--- src/rtl/kgp_mul_pkg.sv ---
// Shared types and sizing for the KGPMini shift-add multiplier.
package kgp_mul_pkg;

  localparam int unsigned DEF_WIDTH      = 32;
  localparam int unsigned DEF_REG_ADDR_W = 5;

  typedef enum logic [1:0] {StIdle, StBusy, StWb} mulState_e;

  // Counter must hold the value WIDTH itself, hence the extra bit.
  function automatic int unsigned cntWidth(input int unsigned w);
    return $clog2(w) + 1;
  endfunction

  localparam int unsigned CNT_W = cntWidth(DEF_WIDTH);

endpackage

--- src/rtl/shift_add_core.sv ---
// Radix-2 shift-add datapath: accumulator, multiplicand, step counter.
module shift_add_core
  import kgp_mul_pkg::*;
#(
  parameter int unsigned WIDTH = DEF_WIDTH
) (
  input  logic               clk,
  input  logic               reset,
  input  logic               load,
  input  logic               run,
  input  logic [WIDTH-1:0]   mcand,
  input  logic [WIDTH-1:0]   mplier,
  output logic [2*WIDTH-1:0] accNext,
  output logic               lastStep
);

  localparam int unsigned CntW = cntWidth(WIDTH);

  logic [2*WIDTH-1:0] accQ;
  logic [WIDTH-1:0]   mcandQ;
  logic [CntW-1:0]    cntQ;
  logic [WIDTH:0]     sum;

  // The multiplier rides in the low half and is consumed as the product shifts in.
  always_comb begin
    sum      = {1'b0, accQ[2*WIDTH-1:WIDTH]} + (accQ[0] ? {1'b0, mcandQ} : '0);
    accNext  = {sum, accQ[WIDTH-1:1]};
    lastStep = run && (cntQ == CntW'(1));
  end

  always_ff @(posedge clk or negedge reset) begin
    if (!reset) begin
      accQ   <= '0;
      mcandQ <= '0;
      cntQ   <= '0;
    end else if (load) begin
      accQ   <= {{WIDTH{1'b0}}, mplier};
      mcandQ <= mcand;
      cntQ   <= CntW'(WIDTH);
    end else if (run) begin
      accQ   <= accNext;
      cntQ   <= cntQ - CntW'(1);
    end
  end

endmodule

--- src/rtl/seq_mul_unit.sv ---
// Multi-cycle multiplier feeding the regfile write port; HI kept internally.
// Optional signed support is enabled by defining MUL_SIGNED_EN.
module seq_mul_unit
  import kgp_mul_pkg::*;
#(
  parameter int unsigned WIDTH      = DEF_WIDTH,
  parameter int unsigned REG_ADDR_W = DEF_REG_ADDR_W
) (
  input  logic                  clk,
  input  logic                  reset,
  input  logic                  start,
  input  logic [WIDTH-1:0]      opA,
  input  logic [WIDTH-1:0]      opB,
  input  logic [REG_ADDR_W-1:0] destReg,
  input  logic                  isSigned,
  output logic                  busy,
  output logic                  done,
  output logic [WIDTH-1:0]      writeData,
  output logic [REG_ADDR_W-1:0] writeReg,
  output logic                  RegWrite,
  output logic [WIDTH-1:0]      hi
);

  mulState_e             stateQ;
  logic [REG_ADDR_W-1:0] destRegQ;
  logic                  negQ;
  logic                  negNext;
  logic [WIDTH-1:0]      mcandIn;
  logic [WIDTH-1:0]      mplierIn;
  logic [2*WIDTH-1:0]    accNext;
  logic [2*WIDTH-1:0]    result;
  logic                  lastStep;
  logic                  load;
  logic                  run;

  assign load = (stateQ == StIdle) && start;
  assign run  = (stateQ == StBusy);

`ifdef MUL_SIGNED_EN
  logic negA;
  logic negB;

  // Magnitude of the most-negative value is 2^(W-1), still representable unsigned.
  always_comb begin
    negA     = isSigned & opA[WIDTH-1];
    negB     = isSigned & opB[WIDTH-1];
    mcandIn  = negA ? (~opA + 1'b1) : opA;
    mplierIn = negB ? (~opB + 1'b1) : opB;
    negNext  = negA ^ negB;
    result   = negQ ? (~accNext + 1'b1) : accNext;
  end
`else
  logic unusedIsSigned;

  always_comb begin
    unusedIsSigned = isSigned;
    mcandIn        = opA;
    mplierIn       = opB;
    negNext        = 1'b0;
    result         = accNext;
  end
`endif

  shift_add_core #(
    .WIDTH(WIDTH)
  ) u_core (
    .clk     (clk),
    .reset   (reset),
    .load    (load),
    .run     (run),
    .mcand   (mcandIn),
    .mplier  (mplierIn),
    .accNext (accNext),
    .lastStep(lastStep)
  );

  // Outputs are loaded on the final step edge so the WB cycle presents them directly.
  always_ff @(posedge clk or negedge reset) begin
    if (!reset) begin
      stateQ    <= StIdle;
      destRegQ  <= '0;
      negQ      <= 1'b0;
      busy      <= 1'b0;
      done      <= 1'b0;
      RegWrite  <= 1'b0;
      writeData <= '0;
      writeReg  <= '0;
      hi        <= '0;
    end else begin
      case (stateQ)
        StIdle: begin
          if (start) begin
            stateQ   <= StBusy;
            busy     <= 1'b1;
            destRegQ <= destReg;
            negQ     <= negNext;
          end
        end
        StBusy: begin
          if (lastStep) begin
            stateQ    <= StWb;
            RegWrite  <= 1'b1;
            done      <= 1'b1;
            writeData <= result[WIDTH-1:0];
            hi        <= result[2*WIDTH-1:WIDTH];
            writeReg  <= destRegQ;
          end
        end
        StWb: begin
          stateQ   <= StIdle;
          busy     <= 1'b0;
          RegWrite <= 1'b0;
          done     <= 1'b0;
        end
        default: stateQ <= StIdle;
      endcase
    end
  end

endmodule

--- config.mk ---
export PLATFORM = sky130hd
export DESIGN_NAME = seq_mul_unit
export DESIGN_NICKNAME = d
export VERILOG_FILES = /design/src/rtl/kgp_mul_pkg.sv /design/src/rtl/shift_add_core.sv /design/src/rtl/seq_mul_unit.sv
export SDC_FILE = /design/constraint.sdc
export NUM_CORES = 1
export LEC_CHECK = 0
export CAP_MARGIN = 25
export CORE_ASPECT_RATIO = 0.7
export CORE_MARGIN = 2
export CORE_UTILIZATION = 36
export CTS_BUF_LIST = sky130_fd_sc_hd__clkbuf_2
export CTS_CLUSTER_SIZE = 28
export DETAILED_ROUTE_END_ITERATION = 7
export PLACE_DENSITY_LB_ADDON = 0.12
export SLEW_MARGIN = 20
export SYNTH_ARGS = -nofsm -noshare
export SYNTH_HDL_FRONTEND = slang
export SYNTH_HIERARCHICAL = 1
export SYNTH_SLANG_ARGS = --single-unit
--- constraint.sdc ---
create_clock -name clk -period 8.1 [get_ports clk]
set_input_delay 0.81 -clock clk [delete_from_list [all_inputs] [get_ports clk]]
set_output_delay 0.81 -clock clk [all_outputs]
set_load 0.005 [all_outputs]
==> results.toml, run 1 <==
[placed_design]
globalplace.congestion = 0.8252
hpwl_mm = 15.84
port_buffers = 143
place_area_um2 = 11190

[synthesis]
synth_ff_type = "dfrtp_1"
synth.avg_cell_area_um2 = 10.95
yosysTopAreaCell = "dfrtp_1"
synth-async-reset-ratio_pct = 100.0
netlist_area_um2 = 9651
yosys_warnings = 6
syn_inst = 881
seq_area_frac_synth_pct = 46.67
ys_ff_latch = 180
synth.top_cells.by_area = "dfrtp_1, mux2_2, mux2i_1"
synth_edf_count = 0
synthesis.nets = 989
synth_top_area_share_pct = 46.67
yosysUniqueCellTypes = 63

[die]
initial_utilization_pct = 36.38
die_h_um = 141.0
dieWidth_um = 199.7
io_pins = 145
core_um2 = 26530
row_count = 50
dieArea_um2 = 28150

[critical_path]
crit_arrival_ps = 4160
cp_slowest_cell = "nor2_4"
crit_type = "flop to flop"
path_max_fanout = 36
path_cells = "inv_1, nor2_4, nand2b_1, or3_1, nor3b_1, nor2b_2, nand2_4, buf_12, mux2_2"
r2r_setup_slack_ps = 4600
critPathLaunchType = "flop"
worstPathBufferInverterCount = 2
critPathRequiredTime_ps = 8760
path_delay_family = "simple AND/OR/NAND/NOR gates"
end_kind = "flop"
slowest_delay_ps = 600

[route]
drt_pass1_iterations = 5
first_iter_violations = 287
num_vias = 6727
via_per_inst = 4.968
drt_wl_total_mm = 23.02
ant_nets = 0
drc = 0
wl_per_cell_um = 17.00

[clock_tree]
cts_resized = 0
post_cts_buffers = 0
cts_tree = "yes"
ctsHoldBuffers = 0
cts.sinks = 180
htree_levels = 4
cts_buffers = 17
clock_latency_ps = 780
cts_root_buffer = "clkbuf_2"
clk_path_buf_depth = 2
clk_transition_reported_paths_ps = 290

[power_and_ir_drop]
powerDensity_nw_per_um2 = 395.8
p_leak_nw = 5.376
peakVddDrop_mv = 0.1336

[layout]
final_common_cell = "dfrtp_1"
nFillCells = 2632
drive_above_1_share_pct = 16.80
fin_nets = 1084
mostFrequentLayoutCells = "dfrtp_1, clkdlybuf4s50_1, mux2_2"
fin_util_pct = 43.15
syn2layout_area_growth_pct = 18.59
postLayoutCellArea_um2 = 11440

[grt]
grt.total_usage_pct = 17.07
grt_antenna_before_repair = 1
overflow = 0
grt_max_degree = 102
grt_pass1_wl_mm = 37.42
grt_pass1_vias = 6840

[timing]
fin_skew_ps = 35.31
fin_tns_setup_ps = 0
min_period_over_period_pct = 43.20
period_minus_slack_ps = 3499
setup_violations = 0
slew_headroom_pct = 42.79
drv_slew = 0
rsz0062_at_grt = "no"
fmax_mhz = 285.8
max_slew.worst_pin.slew_ps = 858.1
hold_viol = 0

[run]
maxCapViolations = 0

[run_status]
status = "completed"

[worst_hold_path]
hp-class = "input port to asynchronous set/reset pin"
==> power breakdown <==
part | leakage [nW] | total [mW] | switching, mW | internal, mW
clock network | 0.141 | 0.486 | 0.339 | 0.147
registers | 2.25 | 1.57 | 0.244 | 1.32
logic | 2.99 | 2.48 | 1.25 | 1.23
total | 5.38 | 4.53 | 1.83 | 2.70
==> per-layer routing <==
layer | vias to the layer above | share of wire (%) | track usage [%]
li1 | 3282 | - | -
met1 | 3298 | 53 | 26.30
met2 | 134 | 42 | 23.90
met3 | 13 | 4.5 | 4.067
met4 | 0 | 0.93 | 3.860
met5 | - | 0 | 0
==> sequential cells by signal, indices dropped and copies added (netlist names) <==
signal and flops:
destRegQ 5, writeData 32, RegWrite 1, busy 1, u_core/accQ 64, hi 32
writeReg 5, u_core/cntQ 6, u_core/mcandQ 32, stateQ 2
==> logic make-up after synthesis <==
kind of cell	Yosys count	synth area share, %
AND/OR/NAND/NOR	214	11.19
flip-flops	180	46.67
AO/OA/AOI/OAI	178	12.25
multiplexers	153	17.24
buffers and inverters	92	5.394
adder cells (fa/ha/maj)	35	4.616
XOR/XNOR	29	2.632
==> worst paths after layout <==
kind / from / to / depth (start not counted)
min in group clk: u_core/mcandQ[6] / u_core/mcandQ[6] / 1
hold reg to reg: u_core/mcandQ[6] / u_core/mcandQ[6] / 1
setup reg to reg: stateQ[0] / hi[29] / 9
setup / recovery: stateQ[0] / hi[29] / 9
max in group asynchronous: reset / u_core/accQ[3] / 3
hold / removal: reset / writeData[18] / 1
==> worst reg2reg max path, stage by stage (launching register included) <==
cell and delay [ps]:
dfrtp_1 570, inv_1 150, nor2_4 600, nand2b_1 180, or3_1 370, nor3b_1 300, nor2b_2 260, nand2_4 330
buf_12 330, mux2_2 320
==> cell type report <==
cell class	instances	area [um^2]	area share, %
diodes	2	5.005	0.04373
clock buffers	18	90.09	0.7871
clock inverters	13	155.1	1.356
inverters	16	60.06	0.5248
multi-input cells	609	4639	40.54
flip-flops and latches	180	4504	39.36
well taps	364	455.4	3.979
repair buffers	152	1535	13.41
==> cells in the mapped netlist (all sizes together) (4+ instances only) <==
library cell and count:
mux2i 47, a21oi 36, o211ai 5, nor2b 5, nand4 7, nand3 13, o31ai 4, xnor2 17
ha 34, a31o 4, nor2 44, o2111ai 4, inv 16, buf 49, nand2 68, dfrtp 180
or3 11, a21o 20, clkbuf 27, mux2 106, and2 37, and3 7, nor3 5, o21ai 65
nand2b 5, xor2 12, a31oi 7, o21a 9
==> metrics by stage <==
step                      instances  setup slack (ps)  power [mW]  hold slack (ps)
after floorplan                 881              5211       3.336            469.1
after global placement         1318              4457       4.033            483.3
after detailed placement       1321              4603       4.068            489.4
after CTS                      1352              4513       4.578            45.70
after global routing           1354              4244       4.949            11.34
final                          1354              4601       4.530            99.14
Power figures use the tool's default switching activity.
==> inputs of run 2 (changes only) <==
==> constraint.sdc (replaced) <==
create_clock -name clk -period 2.92 [get_ports clk]
set_input_delay 0.292 -clock clk [delete_from_list [all_inputs] [get_ports clk]]
set_output_delay 0.292 -clock clk [all_outputs]
set_load 0.005 [all_outputs]
==> run 2 against run 1 <==
Against the previous run: the run now ends with negative setup slack left; clock power rose to 2.9 times the previous value; flip-flop and latch count unchanged; non-clock buffer count up 133; power increased to 3.2 times the previous value; worst setup slack got worse by 4600 ps; global-route usage is 1.2 points higher; worst hold slack lost 1.3 ps; register-to-register slack worse by 4600 ps; combinational power increased to 3.5 times the previous value; critical path type unchanged; highest routed layer unchanged.
==> results.toml, run 2 (synthesis gave the netlist of run 1 again) <==
[route]
ant_nets = 0
num_vias = 7286
first_iter_violations = 291
via_per_inst = 4.903
drt_wl_total_mm = 24.94
drc = 0
wl_per_cell_um = 16.78
drt_pass1_iterations = 5

[timing]
fin_skew_ps = 56.23
hold_viol = 0
setup_violations = 1
min_period_over_period_pct = 100.6
max_slew.worst_pin.slew_ps = 746.1
period_minus_slack_ps = 2937
fmax_mhz = 340.5
drv_slew = 0
rsz0062_at_grt = "yes"
slew_headroom_pct = 50.26
fin_ws_ps = -16.93

[die]
core_um2 = 26530
initial_utilization_pct = 36.38
dieWidth_um = 199.7
row_count = 50
dieArea_um2 = 28150
io_pins = 145
die_h_um = 141.0

[critical_path]
r2r_setup_slack_ps = -20
end_kind = "flop"
crit_arrival_ps = 3590
path_max_fanout = 3
critPathLaunchType = "flop"
crit_type = "flop to flop"
r2r_cells = 12
critPathRequiredTime_ps = 3580
r2r-start = "u_core/accQ[0]"
cp-startpoint = "u_core/accQ[0]"
reg2reg_to = "u_core/accQ[59]"

[power_and_ir_drop]
peakVddDrop_mv = 0.4306
p_leak_nw = 6.047
powerDensity_nw_per_um2 = 1119

[worst_hold_path]
hp-class = "input port to flop"
hold_path_end = "u_core/mcandQ[20]"
hold_path_depth = 2
holdCritStartpoint = "opA[20]"

[grt]
grt_max_degree = 116
grt_pass1_wl_mm = 40.21
grt_pass1_vias = 7325
grt.total_usage_pct = 18.24
overflow = 0
grt_antenna_before_repair = 1

[clock_tree]
htree_levels = 4
cts_tree = "yes"
clock_latency_ps = 790
cts_root_buffer = "clkbuf_2"
cts_buffers = 17
clk_transition_reported_paths_ps = 300
clk_path_buf_depth = 2
cts.sinks = 180

[layout]
drive_above_1_share_pct = 28.46
largest_reg_flops = 64
syn2layout_area_growth_pct = 34.38
fin_util_pct = 48.89
mostFrequentLayoutCells = "dfrtp_1, clkdlybuf4s50_1, mux2_2"
fin_nets = 1217
final_common_cell = "dfrtp_1"
largest-register = "u_core/accQ"

[run]
maxCapViolations = 0

[placed_design]
dp_slack_ps = -240.6
globalplace.congestion = 0.8508
port_buffers = 143
hpwl_mm = 17.02

[run_status]
status = "complete, but fails checks"
violations = "negative setup slack"
run 2: cell types whose count changed in the layout (fill, tap and decap cells not counted), moves of 4 or more:
cell           delta
ha_4             +13
a21oi_2          +11
ha_2              +4
o21ai_0          -11
and2_4            +5
ha_1             -17
a21oi_1          -13
and2_1            -5
o21ai_1           +8
buf_4            +92
dlygate4sd3_1    +37
run 2: metal layers:
metal  part of all wire [%]  vias to the layer above  track usage, %
met1                     53                     3613           28.58
met2                     42                      116           25.75
met4                   0.46                        0           2.339
met5                      0                        -               0
met3                    4.1                        8           4.450
li1                       -                     3549               -
run 2: how the worst max path moves through the flow:
stage                            endpoint  cells after the start  slack, ps
after floorplan                    hi[25]                     13         30
after global placement             hi[28]                     12       -150
after detailed placement           hi[28]                     12       -240
after CTS                          hi[25]                     11        -40
after global routing      u_core/accQ[59]                     12       -140
final                     u_core/accQ[59]                     12        -20
run 2: repair_timing:
item	in CTS	in global routing
hold buffers	31	7
setup buffers	4	6
hold endpoints to repair	208	7
pin swaps	10	7
setup endpoints to repair	19	27
gates resized for setup	26	53
run 2: per-stage QoR:
stage / total power, mW / instances / TNS [ps] / instance area (um^2) / hold WS (ps)
after detailed placement: 12.39 / 1406 / -1107 / 11850 / 289.9
final: 14.51 / 1486 / -16.93 / 12970 / 97.85
after floorplan: 9.254 / 881 / 0 / 9651 / -3.591
after global placement: 12.29 / 1406 / -444.8 / 11850 / 285.5
after global routing: 15.76 / 1486 / -989.8 / 12970 / 0.7047
after CTS: 14.15 / 1472 / -40.42 / 12600 / 5.074
run 2: where the power goes:
part | internal [mW] | switching (mW) | leakage, nW | total, mW
clock network | 0.483 | 0.916 | 0.146 | 1.40
registers | 3.67 | 0.762 | 2.25 | 4.44
logic | 4.70 | 3.98 | 3.65 | 8.68
run 2: worst max-delay path, stage by stage, from the launching register on:
cell	delay, ps
dfrtp_1	470
and2_1	160
ha_2	190
inv_2	40
fa_2	360
nor2b_4	150
o31ai_4	80
a31oi_2	160
nand4_1	250
a31o_2	360
buf_4	140
o21ai_1	110
or3b_1	340
run 2: layout make-up:
class	instances	area, um^2
Antenna cell	1	2.502
Inverter	16	60.06
Sequential cell	180	4504
Multi-Input combinational cell	609	5031
Timing Repair Buffer	285	2668
Clock inverter	12	152.6
Clock buffer	19	95.09
Fill cell	2500	13560
Tap cell	364	455.4
